**src/rtl/clken_gen_pkg.sv**
```systemverilog
// Shared types and helpers for the clock-enable generator.
package clken_gen_pkg;

  typedef enum logic {SETTLE, LOCK} state_e;

  localparam int CH_IDX_W = 3;

  // A phase at or beyond the divisor could never match the counter, so it folds to 0.
  function automatic logic [31:0] phase_sel(input logic [31:0] phase, input logic [31:0] div);
    return (phase < div) ? phase : 32'd0;
  endfunction

endpackage

```
**src/rtl/clken_div_ch.sv**
```systemverilog
// One enable channel: wrap counter, strobe compare, optional square toggle.
// Square output present only when CLKEN_GEN_SQ_EN is defined.
module clken_div_ch
  import clken_gen_pkg::*;
#(
  parameter int CNT_W = 8
) (
  input  logic             clkin,
  input  logic             rst,
  input  logic             load_i,
  input  logic             run_i,
  input  logic             lock_i,
  input  logic [CNT_W-1:0] div_i,
  input  logic [CNT_W-1:0] ph_i,
  output logic             en_o
`ifdef CLKEN_GEN_SQ_EN
  ,
  output logic             sq_o
`endif
);

  localparam logic [CNT_W-1:0] ONE = CNT_W'(1);

  logic [CNT_W-1:0] cnt_q, cnt_d, div_m1;
  logic             div_nz;

  assign div_m1 = div_i - ONE;
  assign div_nz = (div_i != '0);

  // Counter sits at 0 whenever the channel is not actively running in LOCK.
  always_comb begin
    cnt_d = '0;
    if (run_i && div_nz && (cnt_q < div_m1)) cnt_d = cnt_q + ONE;
  end

  always_ff @(posedge clkin or posedge rst) begin
    if (rst) cnt_q <= '0;
    else     cnt_q <= cnt_d;
  end

  assign en_o = lock_i & div_nz & (cnt_q == ph_i);

`ifdef CLKEN_GEN_SQ_EN
  logic [CNT_W-1:0] half_m1;
  logic             sq_q, sq_d;

  assign half_m1 = (div_i >> 1) - ONE;

  always_comb begin
    sq_d = 1'b0;
    if (load_i)                sq_d = div_nz;
    else if (run_i && div_nz) begin
      if (div_i == ONE) sq_d = 1'b1;
      else              sq_d = sq_q ^ ((cnt_q == div_m1) || (cnt_q == half_m1));
    end
  end

  always_ff @(posedge clkin or posedge rst) begin
    if (rst) sq_q <= 1'b0;
    else     sq_q <= sq_d;
  end

  assign sq_o = sq_q;
`endif

endmodule

```
**src/rtl/clken_gen.sv**
```systemverilog
// Multi-channel clock-enable generator with PLL-style settle/lock and runtime divisors.
// Define CLKEN_GEN_SQ_EN to add registered square-wave outputs.
module clken_gen
  import clken_gen_pkg::*;
#(
  parameter int                         CHANNELS    = 3,
  parameter int                         CNT_W       = 8,
  parameter int                         LOCK_CYCLES = 16,
  parameter logic [CHANNELS*CNT_W-1:0]  DIV_INIT    = {8'd1, 8'd2, 8'd4},
  parameter logic [CHANNELS*CNT_W-1:0]  PHASE       = '0
) (
  input  logic                clkin,
  input  logic                rst,
  input  logic                stop,
  input  logic                div_wr,
  input  logic [CH_IDX_W-1:0] div_ch,
  input  logic [CNT_W-1:0]    div_val,
  output logic                div_rdy,
  output logic [CHANNELS-1:0] en,
  output logic                locked
`ifdef CLKEN_GEN_SQ_EN
  ,
  output logic [CHANNELS-1:0] sq
`endif
);

  localparam int                SW  = (LOCK_CYCLES > 1) ? $clog2(LOCK_CYCLES) : 1;
  localparam logic [SW-1:0]     LAST = SW'(LOCK_CYCLES - 1);
  localparam logic [CH_IDX_W:0] NCH = (CH_IDX_W+1)'(CHANNELS);

  state_e                             state_q;
  logic [SW-1:0]                      settle_q;
  logic                               locked_q;
  logic [CHANNELS-1:0][CNT_W-1:0]     div_q;
  logic                               accept, enter, leave, run;

  assign accept = div_wr & locked_q & ({1'b0, div_ch} < NCH);
  assign enter  = (state_q == SETTLE) & ~stop & (settle_q == LAST);
  assign leave  = (state_q == LOCK) & (stop | accept);
  assign run    = (state_q == LOCK) & ~leave;

  always_ff @(posedge clkin or posedge rst) begin
    if (rst) begin
      state_q  <= SETTLE;
      settle_q <= '0;
      locked_q <= 1'b0;
    end else begin
      case (state_q)
        SETTLE: begin
          if (stop) settle_q <= '0;
          else if (enter) begin
            state_q  <= LOCK;
            locked_q <= 1'b1;
            settle_q <= '0;
          end else settle_q <= settle_q + SW'(1);
        end
        LOCK: begin
          if (leave) begin
            state_q  <= SETTLE;
            locked_q <= 1'b0;
            settle_q <= '0;
          end
        end
      endcase
    end
  end

  always_ff @(posedge clkin or posedge rst) begin
    if (rst) div_q <= DIV_INIT;
    else if (accept) begin
      for (int i = 0; i < CHANNELS; i++)
        if (div_ch == CH_IDX_W'(i)) div_q[i] <= div_val;
    end
  end

  assign div_rdy = locked_q;
  assign locked  = locked_q;

  for (genvar g = 0; g < CHANNELS; g++) begin : g_ch
    logic [CNT_W-1:0] ph;
    assign ph = CNT_W'(phase_sel(32'(PHASE[g*CNT_W +: CNT_W]), 32'(div_q[g])));

    clken_div_ch #(.CNT_W(CNT_W)) u_ch (
      .clkin  (clkin),
      .rst    (rst),
      .load_i (enter),
      .run_i  (run),
      .lock_i (locked_q),
      .div_i  (div_q[g]),
      .ph_i   (ph),
      .en_o   (en[g])
`ifdef CLKEN_GEN_SQ_EN
      ,
      .sq_o   (sq[g])
`endif
    );
  end

endmodule
```
**config.mk**
```make
export PLATFORM = sky130hd
export DESIGN_NAME = clken_gen
export DESIGN_NICKNAME = d
export VERILOG_FILES = /design/src/rtl/clken_gen_pkg.sv /design/src/rtl/clken_div_ch.sv /design/src/rtl/clken_gen.sv
export SDC_FILE = /design/constraint.sdc
export NUM_CORES = 1
export LEC_CHECK = 0
export BUFFER_PORTS_ARGS = -buffer_cell sky130_fd_sc_hd__buf_2
export CORE_MARGIN = 4
export CORE_UTILIZATION = 27
export CTS_CLUSTER_SIZE = 10
export DETAILED_ROUTE_END_ITERATION = 8
export GPL_ROUTABILITY_DRIVEN = 0
export PLACE_DENSITY = 0.44
export SLEW_MARGIN = 25
export SYNTH_ARGS = -nofsm -noshare
export SYNTH_HDL_FRONTEND = slang
export SYNTH_SLANG_ARGS = --single-unit
```
**constraint.sdc**
```tcl
create_clock -name clkin -period 2.95 [get_ports clkin]
set_input_delay 0.59 -clock clkin [delete_from_list [all_inputs] [get_ports clkin]]
set_output_delay 0.59 -clock clkin [all_outputs]
set_load 0.01 [all_outputs]
```
==> results_dict.tcl, run 1 <==
set metrics [dict create \
    hold_viol 0 \
    dpl.hpwl_um 5260 \
    setup_viol 0 \
    port_buffers 19 \
    ys_ff_latch 54 \
    area_growth_pct 12.7 \
    maxCapViolations 0 \
    p_per_area_mw_per_mm2 399 \
    wl_per_cell_um 14.9 \
    syn_nets 356 \
    ios 20 \
    yosysTopAreaCellShare_pct 38.8 \
    clockRootBuffer "clkbuf_16" \
    synthMuxAreaShare_pct 7.53 \
    synth_ff_type "dfrtp_1" \
    drt_first_iter_violations 163 \
    worst_setup_path_end_kind "flop" \
    final_util_pct 31.0 \
    synth-seq-area-share_pct 41.2 \
    fillerInstances 1225 \
    combinationalPowerShare_pct 3.2 \
    worstPathBufferInverterCount 0 \
    firstDrtPassIters 4 \
    path_cells "nor4_2 > nor4b_2 > xnor2_1 > ha_1 > and3_1 > a221oi_2 > nand2_2 > nor3_1" \
    grt_pass1_wl_um 12600 \
    synth_xor_area_share_pct 9.58 \
    required_ns 3.16 \
    drt-total-wl_um 7130 \
    viasPerCell 4.83 \
    internal_power_mw 1.16 \
    postSynthAreaPerCell_um2 10.7 \
    overflow 0 \
    yosysMostFrequentCell "dfrtp_1" \
    cp_top_family "simple AND/OR/NAND/NOR gates" \
    p_sw_share_pct 21.7 \
    outcome "finished, final reports clean" \
    power.leakage_nw 1.80 \
    dpl-instance-area_mm2 0.00354 \
    cts.sinks 54 \
    multi_input_area_mm2 0.00184 \
    yosys.area_share.adder_pct 12.9 \
    cts_hold_buf 0 \
    first_global_vias 2479 \
    syn-cell-area_mm2 0.00329 \
    fmax_ghz 0.397 \
    antenna_cells 0 \
    cp_max_fo 7 \
    h-tree-depth 2 \
    clockPowerShare_pct 46.3 \
    synth_compound_area_share_pct 7.34 \
    synthTopCellsByArea "dfrtp_1 39%, ha_1 13%, mux2_2 7.5%" \
    register_area_mm2 0.00136 \
    worstSetupPathType "reg2reg" \
    insertion_delay_ns 0.30 \
    grt_max_degree 47 \
    slowest_delay_ns 0.43 \
    dieWidth_um 118 \
    clockBufferDepth 2 \
    grt_use_total_pct 10.9 \
    start_util_pct 27.5 \
    seq_power_share_pct 50.6 \
    layout-drive-gt1-share_pct 19.1 \
    grt_setup_unrepaired "no" \
    ctsResizeCount 0 \
    synth_cell_type_count 46 \
    ir_drop_uv 209 \
    drc 0 \
    stdcell_area_mm2 0.00371 \
    yosysWarnings 0 \
    std_cell_rows 40 \
    p_total_mw 1.48 \
    period_needed_ns 2.52 \
    final_nets 378 \
    core_area_mm2 0.0120 \
    synth_top_family_by_area "simple AND/OR/NAND/NOR gates" \
    worst_ep_arrival_time_ns 2.73 \
    p_sw_uw 321 \
    tns_ns 0 \
    ant_nets 0 \
    async_flop_share_pct 100 \
    slowest_stage "dfrtp_1" \
    synth_common_cells "51 x dfrtp_1, 34 x ha_1, 23 x nor3_1" \
    whs_ns 0.408 \
    clk_pin_slew_ns 0.08 \
    cts_tree "built" \
    die_h_um 118 \
    start_kind "flop" \
    synthCells 307 \
    yosys.area.top_type "dfrtp_1" \
    numCtsBuffers 5 \
    finClkSkew_ns 0.0108 \
    synth_enable_flop_cells 0 \
    die_area_mm2 0.0140 \
    vias 2305 \
    slew_headroom_pct 44.7 \
    grt_antenna_before_repair 0 \
    cts_setup_buffers 0 \
    fin_crit_sh_pct 85.4 \
    drv_slew 0 \
    holdCritPathClass "in2async" \
    yosys.area_share.simple_pct 18.5 \
    tightestPinTransition_ns 0.829 \
]
## final timing paths
| check | startpoint | to | slack, ns | cells past startpoint |
|---|---|---|---|---|
| setup / recovery | div_q[18]$_DFFE_PP0P_ | g_ch[2].u_ch.cnt_q[4]$_DFF_PP0_ | 0.43 | 8 |
| hold / removal | rst | div_rdy$_DFFE_PP0P_ | 0.41 | 2 |
| setup reg to reg | div_q[18]$_DFFE_PP0P_ | g_ch[2].u_ch.cnt_q[4]$_DFF_PP0_ | 0.43 | 8 |
| hold reg to reg | state_q$_DFF_PP0_ | div_rdy$_DFFE_PP0P_ | 0.54 | 1 |
| max in group asynchronous | rst | g_ch[2].u_ch.cnt_q[1]$_DFF_PP0_ | 1.91 | 3 |
| min in group clkin | state_q$_DFF_PP0_ | div_rdy$_DFFE_PP0P_ | 0.54 | 1 |
## kinds of logic (layout without fill, tap and decap cells)
logic type,Yosys count,count (layout)
adders and majority gates,34,34
muxes,22,22
xor gates and xnor gates,36,36
buffers and inverters,20,43
AOI/OAI and AO/OA,34,34
DFF,54,54
and+or+nand+nor,107,107
## per-stage QoR
| step | cells | setup slack, ns |
|---|---|---|
| after floorplan | 307 | 0.667 |
| after global placement | 469 | 0.500 |
| after detailed placement | 469 | 0.430 |
| after CTS | 477 | 0.422 |
| after global routing | 477 | 0.168 |
| final | 477 | 0.431 |
## cell usage in the layout, fill, tap and decap left out, types with 2 or more instances in the layout
cell type / n
nor4_1: 4
mux2_2: 22
or3_1: 2
nor3b_1: 2
buf_2: 19
dfrtp_1: 51
xor2_1: 20
nor4b_1: 3
o21ai_0: 11
ha_1: 34
clkbuf_16: 5
a21oi_1: 5
nor2_1: 17
o21a_1: 2
nand4_1: 3
and3_1: 11
xnor2_1: 16
nor3_1: 23
dfstp_2: 3
nand3_1: 17
a21o_1: 3
clkinvlp_4: 2
inv_1: 14
nand2_1: 15
## per-layer routing
| layer | vias up | wire [µm] | track usage (%) |
|---|---|---|---|
| met4 | 0 | 103 | 3.48 |
| met2 | 37 | 3290 | 17.9 |
| met1 | 1113 | 3530 | 14.8 |
| met3 | 5 | 201 | 1.77 |
| met5 | - | 0 | 0 |
| li1 | 1150 | - | - |
## power groups by stage
stage	Clock, mW	Sequential (mW)	Combinational, mW
detailed placement	0	0.762	0.0495
global route	0.730	0.749	0.0551
CTS	0.711	0.748	0.0494
global placement	0	0.763	0.0489
finish	0.685	0.748	0.0470
floorplan	0	0.761	0.0226
## state kept, by name (all words and copies together), names as in the netlist
register,cells
g_ch.u_ch.cnt_q,24
div_rdy,1
state_q,1
settle_q,4
div_q,24
## layout make-up
class	instances	share of cell area, %
multi-input cells	233	49.6
flip-flops and latches	54	36.6
well taps	147	4.96
clock buffers	5	3.37
repair buffers	20	2.77
inverters	15	1.55
clock inverters	3	1.21
No activity file was read; power rests on OpenSTA's default activity.
==> run 2: changes to the inputs <==
- ABC_AREA: unset -> 1
- CORE_UTILIZATION: 27 -> 40
- PLACE_DENSITY: 0.44 -> 0.58
- SETUP_SLACK_MARGIN: unset -> 0.5
==> run 2 against run 1 <==
  * Final cell count rose by 14%
  * Register-to-register slack improved by 0.34 ns
  * Routed wire length fell by 9.0%
  * Combinational power rose to 8.6 times the previous value
  * First-iteration DRC count fell by 50%
  * Critical path depth fell by 1
  * Sequential share of layout area barely moved
  * Core utilization rose by 14 points
  * Total power rose by 16%
  * Flip-flop and latch count did not move
  * Critical endpoint is now en[2]
==> results_dict.tcl, run 2 <==
set metrics [dict create \
    die_h_um 100 \
    layout-drive-gt1-share_pct 10.2 \
    dpl-instance-area_mm2 0.00360 \
    outcome "finished, final reports clean" \
    start_util_pct 41.4 \
    hold_viol 0 \
    h-tree-depth 2 \
    finClkSkew_ns 0.0185 \
    multi_input_area_mm2 0.00177 \
    p_sw_uw 570 \
    worstSetupPathType "reg2out" \
    clockPowerShare_pct 26.5 \
    grt-busiest-layer "met2" \
    synth-seq-area-share_pct 39.7 \
    yosysMostFrequentCell "nand2_1" \
    ys_ff_latch 54 \
    grt_use_total_pct 14.2 \
    grt_antenna_before_repair 0 \
    vias 2524 \
    synthTopCellsByArea "dfrtp_1 37%, ha_1 12%, nand2_1 8.3%" \
    yosysTopAreaCellShare_pct 37.3 \
    first_global_vias 2498 \
    drc 0 \
    path_cells "inv_1 > ha_1 > inv_1 > nor2_1 > nand2_1 > nor3b_1 > buf_2" \
    yosysWarnings 0 \
    cp_common_cell "inv_1" \
    synth_enable_flop_cells 0 \
    slowest_delay_ns 0.54 \
    drt-total-wl_um 6490 \
    clockRootBuffer "clkbuf_8" \
    final_nets 489 \
    insertion_delay_ns 0.33 \
    grt_pass1_wl_um 11600 \
    fmax_ghz 0.433 \
    core_area_mm2 0.00826 \
    synthCells 419 \
    wl_per_cell_um 11.9 \
    numCtsBuffers 5 \
    grt_max_degree 26 \
    dp.cells 538 \
    slew_headroom_pct 64.0 \
    die_area_mm2 0.0101 \
    dieWidth_um 100 \
    cp_max_fo 6 \
    worst_setup_path_end_kind "output port" \
    p_per_area_mw_per_mm2 464 \
    seq_power_share_pct 49.9 \
    fillerInstances 851 \
    drv_slew 0 \
    overflow 0 \
    final_cell_mix "76 x nand2_1, 63 x inv_1, 58 x nor2_1, 51 x dfrtp_1, 34 x ha_1" \
    std_cell_rows 33 \
    antenna_cells 0 \
    postSynthAreaPerCell_um2 8.16 \
    async_flop_share_pct 100 \
    setup_viol 0 \
    met2_usage_pct 23.9 \
    final_common_cell "nand2_1" \
    dpl.hpwl_um 5120 \
    largestRegisters "div_q (24), g_ch.u_ch.cnt_q (24), settle_q (4)" \
    yosys.area.top_type "dfrtp_1" \
    ant_nets 0 \
    area_growth_pct 8.39 \
    grt_use_met1_pct 19.1 \
    cp_top_family "flip-flops" \
    cts_setup_buffers 0 \
    p_sw_share_pct 33.2 \
    cts.sinks 54 \
    synth_common_cells "76 x nand2_1, 64 x inv_1, 60 x nor2_1" \
    firstDrtPassIters 4 \
    synth_ff_type "dfrtp_1" \
    clockBufferDepth 2 \
    combinationalPowerShare_pct 23.6 \
    met3_usage_pct 2.57 \
    ios 20 \
    drt_first_iter_violations 82 \
    stdcell_area_mm2 0.00370 \
    syn_nets 468 \
    viasPerCell 4.62 \
    ir_drop_uv 208 \
    cts_tree "built" \
    start_kind "flop" \
    synth_cell_type_count 30 \
    worstPathBufferInverterCount 3 \
    syn-cell-area_mm2 0.00342 \
    maxCapViolations 0 \
    tns_ns 0 \
    register_area_mm2 0.00136 \
    tightestPinTransition_ns 0.539 \
    slowest_stage "dfstp_2" \
    power.leakage_nw 1.82 \
    period_needed_ns 2.31 \
    worst_ep_arrival_time_ns 1.72 \
    grt_setup_unrepaired "no" \
    fin_crit_sh_pct 78.3 \
    holdCritPathClass "in2async" \
    clk_pin_slew_ns 0.11 \
    stdcell_count 546 \
    port_buffers 19 \
    internal_power_mw 1.15 \
    required_ns 2.36 \
]
-- run 2: cell type report --
type                            count  share of cell area, %
Sequential cell                    54                   36.6
Inverter                           65                   6.59
Multi-Input combinational cell    293                   47.7
Timing Repair Buffer               21                   2.97
Clock buffer                        5                   1.86
Clock inverter                      3                  0.777
Tap cell                          105                   3.55
-- run 2: final timing paths --
check / startpoint / slack [ns] / depth (start not counted) / end
worst min register to register: settle_q[0]$_DFFE_PP0P_ / 0.51 / 1 / settle_q[0]$_DFFE_PP0P_
worst max register to register: div_q[16]$_DFFE_PP1P_ / 0.77 / 13 / g_ch[2].u_ch.cnt_q[3]$_DFF_PP0_
min in group clkin: settle_q[0]$_DFFE_PP0P_ / 0.51 / 1 / settle_q[0]$_DFFE_PP0P_
worst max-delay path: div_q[16]$_DFFE_PP1P_ / 0.64 / 7 / en[2]
max in group asynchronous: rst / 1.95 / 3 / div_q[9]$_DFFE_PP1P_
worst min-delay path: rst / 0.30 / 2 / g_ch[0].u_ch.cnt_q[1]$_DFF_PP0_
-- run 2: power groups by stage --
| stage | Combinational [mW] | Clock, mW | Sequential (mW) |
|---|---|---|---|
| floorplan | 0.321 | 0 | 0.859 |
| global placement | 0.397 | 0 | 0.869 |
| detailed placement | 0.408 | 0 | 0.870 |
| CTS | 0.412 | 0.476 | 0.857 |
| global route | 0.480 | 0.506 | 0.868 |
| finish | 0.405 | 0.455 | 0.857 |
-- run 2: what timing repair did --
item                                    4_1_cts  5_1_grt
hold endpoints to repair                      0        0
gates resized for setup                       0        2
endpoints found under the setup margin        0       15
hold buffers                                  0        0
-- run 2: worst reg2reg max path: stages (launching register included) --
cell and delay [ns]:
dfstp_2 0.54, inv_1 0.09, ha_1 0.24, nand2_1 0.10, nor2_1 0.06, xor2_1 0.14, ha_1 0.30, nand2_1 0.09
nor2_1 0.05, nor2_1 0.08, nand3_1 0.08, nor2_1 0.11, nand2_2 0.13, nor2_1 0.12
-- run 2: kinds of logic (layout without fill, tap and decap cells) --
logic type | count (synthesis) | in the layout | synth area share, %
buffers and inverters | 72 | 94 | 8.82
multiplexers | 1 | 1 | 0.293
AO/OA/AOI/OAI | 39 | 39 | 6.00
adder cells (fa/ha/maj) | 34 | 34 | 12.4
XOR/XNOR | 34 | 34 | 8.71
flip-flops | 54 | 54 | 39.7
AND/OR/NAND/NOR | 185 | 185 | 24.1
-- run 2: per-layer routing --
layer,wire length [µm],part of all wire [%]
met1,3230,50
met3,143,2.2
met4,68,1.0
met5,0,0
met2,3050,47
-- run 2: through the flow --
step | setup WS [ns] | hold WS (ns) | utilization (%) | power [mW]
final | 0.641 | 0.297 | 44.8 | 1.72
after global placement | 0.810 | 0.495 | 43.6 | 1.27
after floorplan | 0.977 | 0.468 | - | 1.18
after global routing | 0.506 | 0.332 | 44.8 | 1.85
after detailed placement | 0.760 | 0.502 | 43.6 | 1.28
after CTS | 0.636 | 0.316 | 44.8 | 1.74
